--- src/rtl/contador_modn_cascata.sv ---
// Multi-digit modulo-RADIX up/down counter with load, wrap/saturate and cascade terminal count.
// Latency: count/wrapped update one clk after load/enable is sampled; tc is combinational.
// Backpressure: none; every non-reset, non-load edge with enable high advances or saturates.
module contador_modn_cascata #(
  parameter int RADIX  = 10,
  parameter int DIGITS = 2
) (
  input  logic                                clk,
  input  logic                                reset,
  input  logic                                enable,
  input  logic                                up_down,
  input  logic                                load,
  input  logic [DIGITS*$clog2(RADIX)-1:0]     load_value,
  input  logic                                saturate,
  output logic [DIGITS*$clog2(RADIX)-1:0]     count,
  output logic                                tc,
  output logic                                wrapped
);

  localparam int W = $clog2(RADIX);
  localparam logic [W-1:0] DMAX = W'(RADIX - 1);
  localparam logic [W-1:0] ONE  = W'(1);
  localparam logic [W:0]   RADX = (W+1)'(RADIX);

  logic [DIGITS*W-1:0] count_q;
  logic                wrapped_q;
  logic [DIGITS*W-1:0] step_count;
  logic [DIGITS*W-1:0] load_clamped;
  logic                at_max;
  logic                at_zero;
  logic                at_limit;
  logic                carry;
  logic [W-1:0]        dig;

  // Detect whether every digit sits at the top or bottom of its range.
  always_comb begin
    at_max  = 1'b1;
    at_zero = 1'b1;
    for (int i = 0; i < DIGITS; i++) begin
      if (count_q[i*W +: W] != DMAX) at_max  = 1'b0;
      if (count_q[i*W +: W] != '0)   at_zero = 1'b0;
    end
  end

  assign at_limit = up_down ? at_max : at_zero;
  assign tc       = enable & at_limit;

  // Ripple carry/borrow across digits; a digit only moves when all lower digits rolled over.
  always_comb begin
    step_count = count_q;
    carry      = 1'b1;
    dig        = '0;
    for (int i = 0; i < DIGITS; i++) begin
      dig = count_q[i*W +: W];
      if (carry) begin
        if (up_down) begin
          if (dig == DMAX) begin
            step_count[i*W +: W] = '0;
          end else begin
            step_count[i*W +: W] = dig + ONE;
            carry                = 1'b0;
          end
        end else begin
          if (dig == '0) begin
            step_count[i*W +: W] = DMAX;
          end else begin
            step_count[i*W +: W] = dig - ONE;
            carry                = 1'b0;
          end
        end
      end
    end
  end

  // Clamp each loaded digit into 0..RADIX-1 so an illegal digit can never reach count.
  always_comb begin
    load_clamped = load_value;
    for (int i = 0; i < DIGITS; i++) begin
      if ({1'b0, load_value[i*W +: W]} >= RADX) load_clamped[i*W +: W] = DMAX;
    end
  end

  // State update with priority reset > load > enable > hold.
  always_ff @(posedge clk) begin
    if (reset) begin
      count_q   <= '0;
      wrapped_q <= 1'b0;
    end else if (load) begin
      count_q   <= load_clamped;
      wrapped_q <= 1'b0;
    end else if (enable) begin
      if (!(at_limit && saturate)) begin
        count_q <= step_count;
        if (at_limit) wrapped_q <= 1'b1;
      end
    end
  end

  assign count   = count_q;
  assign wrapped = wrapped_q;

endmodule

--- config.mk ---
export PLATFORM = sky130hd
export DESIGN_NAME = contador_modn_cascata
export DESIGN_NICKNAME = d
export VERILOG_FILES = /design/src/rtl/contador_modn_cascata.sv
export SDC_FILE = /design/constraint.sdc
export NUM_CORES = 1
export LEC_CHECK = 0
export ABC_AREA = 1
export CAP_MARGIN = 10
export CORE_AREA = 2 2 44 56
export DETAILED_ROUTE_END_ITERATION = 10
export DIE_AREA = 0 0 46 58
export PLACE_DENSITY = 0.81
export SLEW_MARGIN = 0
export SYNTH_ARGS = -nofsm -noshare
export SYNTH_HDL_FRONTEND = slang
export SYNTH_SLANG_ARGS = --single-unit
export TNS_END_PERCENT = 10
--- constraint.sdc ---
create_clock -name clk -period 1.45 [get_ports clk]
set_clock_uncertainty 0.2 [all_clocks]
set_input_delay 0.3625 -clock clk [delete_from_list [all_inputs] [get_ports clk]]
set_output_delay 0.3625 -clock clk [all_outputs]
set_load 0.1 [all_outputs]
==> flow_metrics.tcl <==
set metrics [dict create \
    yosysTopAreaCell "nand2_1" \
    clk_latency_ns 0.28 \
    crit_fanout 5 \
    die-height_um 58 \
    worst_ep_required_time_ns 0.89 \
    num_rows 19 \
    power_frac_clock 0.151 \
    syn_inst 155 \
    gp_congestion 0.868 \
    grt_pass1_vias 1321 \
    via_per_inst 5.45 \
    synth_top_area_share 0.228 \
    area_delta_synth_final_pct 95.3 \
    comb_power_share 0.619 \
    postRouteAntennaNets 0 \
    intPower_uw 750 \
    portBuffers 23 \
    fmax_mhz 503 \
    cts_tree "yes" \
    hold_depth 2 \
    cp_cell_sequence "nor2_4 > nand2_2 > nor2_4 > nand2_2 > nand2_4 > nand2_4 > clkinvlp_4 > buf_12" \
    async_reset_ff_frac 0 \
    crit_slowest_cell "dfxtp_4" \
    grt_pass1_wl_um 5480 \
    leakage_uw 0.000814 \
    final_max_slew_viol_count 0 \
    synth-main-ff-cell "dfxtp_1" \
    via_count 1319 \
    antennaDiodeCount 0 \
    final_common_cell "nand2_1" \
    cts_root_buf "clkbuf_4" \
    route.detailed.drc 0 \
    status "finished, violations left" \
    drive_above_1_share 0.443 \
    r2r-end "count[7]$_SDFFE_PP0P_" \
    hpwlAfterDp_um 2200 \
    synth.distinct_cells 20 \
    seq_area_frac_synth 0.211 \
    critPathCaptureType "output pin" \
    clkSinkCount 9 \
    mostFrequentLayoutCells "43 x nand2_1, 32 x buf_4, 25 x nor2_1" \
    syn_area_per_cell_um2 5.52 \
    min_path_type "flop to flop" \
    dieArea_um2 2670 \
    seqPwrFrac 0.230 \
    final-hold-violation-count 0 \
    fin_crit_sh 1.37 \
    start_util 0.400 \
    hold_buffers 0 \
    track_usage 0.281 \
    fp.dieW_um 46 \
    tightest_slew_ns 0.238 \
    multi_input_area_um2 662 \
    power_uw 1360 \
    power.density_nw_per_um2 816 \
    crit_type "flop to output pin" \
    synthesis.nets 169 \
    rr_startpoint "count[1]$_SDFFE_PP0P_" \
    firstDrtPassIters 4 \
    ir_worst_vdd_mv 0.752 \
    routedWlPerCell_um 13.8 \
    drt_wl_total_um 3350 \
    finalNetCount 236 \
    max_stage_delay_ns 0.37 \
    arrival_ns 1.43 \
    ys_seq_elements 9 \
    synth_area_leaders "nand2_1 23%, dfxtp_1 21%, nor2_1 12%" \
    holdPathEnd "wrapped$_SDFFE_PP0P_" \
    cap_violations 0 \
    antenna_found_initial 0 \
    h-tree-depth 1 \
    finalSetupViolations 18 \
    post-route-min-period_ns 1.99 \
    swShare 0.451 \
    power.switching_uw 615 \
    gr-total-overflow 0 \
    r2r_cells 12 \
    max-slew-margin-rel 0.841 \
    cts_made_buffers 3 \
    clockBufferDepth 2 \
    cts.reportedPaths.clkPinSlew_ns 0.07 \
    design.core.area_um2 2140 \
    rrSetupSlack_ns -0.38 \
    first_iter_violations 42 \
    num-fill-cells 144 \
    grt_setup_unrepaired "true" \
    ys_warn_count 0 \
    regArea_um2 210 \
    synth-edff-count 0 \
    synth_area_um2 856 \
    hold_ws_ns 0.380 \
    grt_max_degree 9 \
    violations "setup timing" \
    critPathLaunchType "flop" \
    setup_ws_ns -0.540 \
    min_from "wrapped$_SDFFE_PP0P_" \
    ioPinCount 24 \
]
==> per-layer routing <==
metal | wire (µm) | share of wire | GRT usage | up-vias
met5 | 0 | 0 | 0 | -
met4 | 195 | 0.058 | 0.184 | 0
met3 | 144 | 0.043 | 0.0374 | 27
met2 | 1780 | 0.53 | 0.488 | 63
met1 | 1230 | 0.37 | 0.300 | 597
li1 | - | - | - | 632
==> flip-flops by register name, summed over array words and instances, names as in the netlist <==
signal	cells
count	8
wrapped	1
==> cell usage after synthesis, types with 2 or more instances <==
master,instances
nand2_4,2
nand2_2,4
nor2_1,28
o21ai_0,10
nor2_2,3
dfxtp_1,9
a21oi_1,4
nand2_1,52
nand3_1,14
buf_2,2
nand3_4,2
o211ai_1,2
inv_1,16
==> power by group through the flow <==
stage          clock network (µW)  registers, µW  logic, µW
2_1_floorplan                   0            485        247
3_3_place_gp                    0            311        713
3_5_place_dp                    0            315        734
4_1_cts                       198            312        792
5_1_grt                       212            317        899
6_report                      206            314        844
==> kinds of logic after synthesis <==
logic type	synth area share
buffers and inverters	0.0863
AO/OA/AOI/OAI	0.124
flip-flops	0.211
AND/OR/NAND/NOR	0.579
==> metrics by stage <==
stage	instance area, µm²	setup WS (ns)	util	cells	setup TNS, ns
after floorplan	922	-0.470	-	155	-1.52
final	1670	-0.540	0.781	242	-3.62
after global routing	1670	-0.564	0.781	242	-4.45
after CTS	1620	-0.504	0.755	240	-3.02
after detailed placement	1490	-0.737	0.695	226	-5.55
after global placement	1490	-0.692	0.695	226	-5.04
==> worst max-delay path by stage <==
stage                               start  slack, ns  endpoint
CTS                 count[0]$_SDFFE_PP0P_      -0.50        tc
global route        count[1]$_SDFFE_PP0P_      -0.56        tc
global placement                  up_down      -0.69        tc
detailed placement                up_down      -0.74        tc
floorplan           count[2]$_SDFFE_PP0P_      -0.47        tc
finish              count[1]$_SDFFE_PP0P_      -0.54        tc
==> repair_timing <==
action	CTS	global route
pin swaps	5	7
hold endpoints to repair	0	0
endpoints found under the setup margin	18	18
buffers inserted	10	2
gates resized for setup	12	13
==> critical path: cells and delay by family, from the launching register on <==
kind | cells | cell delay [ns]
buffers and inverters | 2 | 0.24
DFF | 1 | 0.37
and+or+nand+nor | 6 | 0.53
==> layout make-up <==
cell class,count,area share
Tap cell,21,0.0157
Clock buffer,4,0.0157
Inverter,17,0.0449
Sequential cell,9,0.126
Timing Repair Buffer,64,0.402
Multi-Input combinational cell,127,0.396
Note: power is estimated with default switching activity, not from simulation.
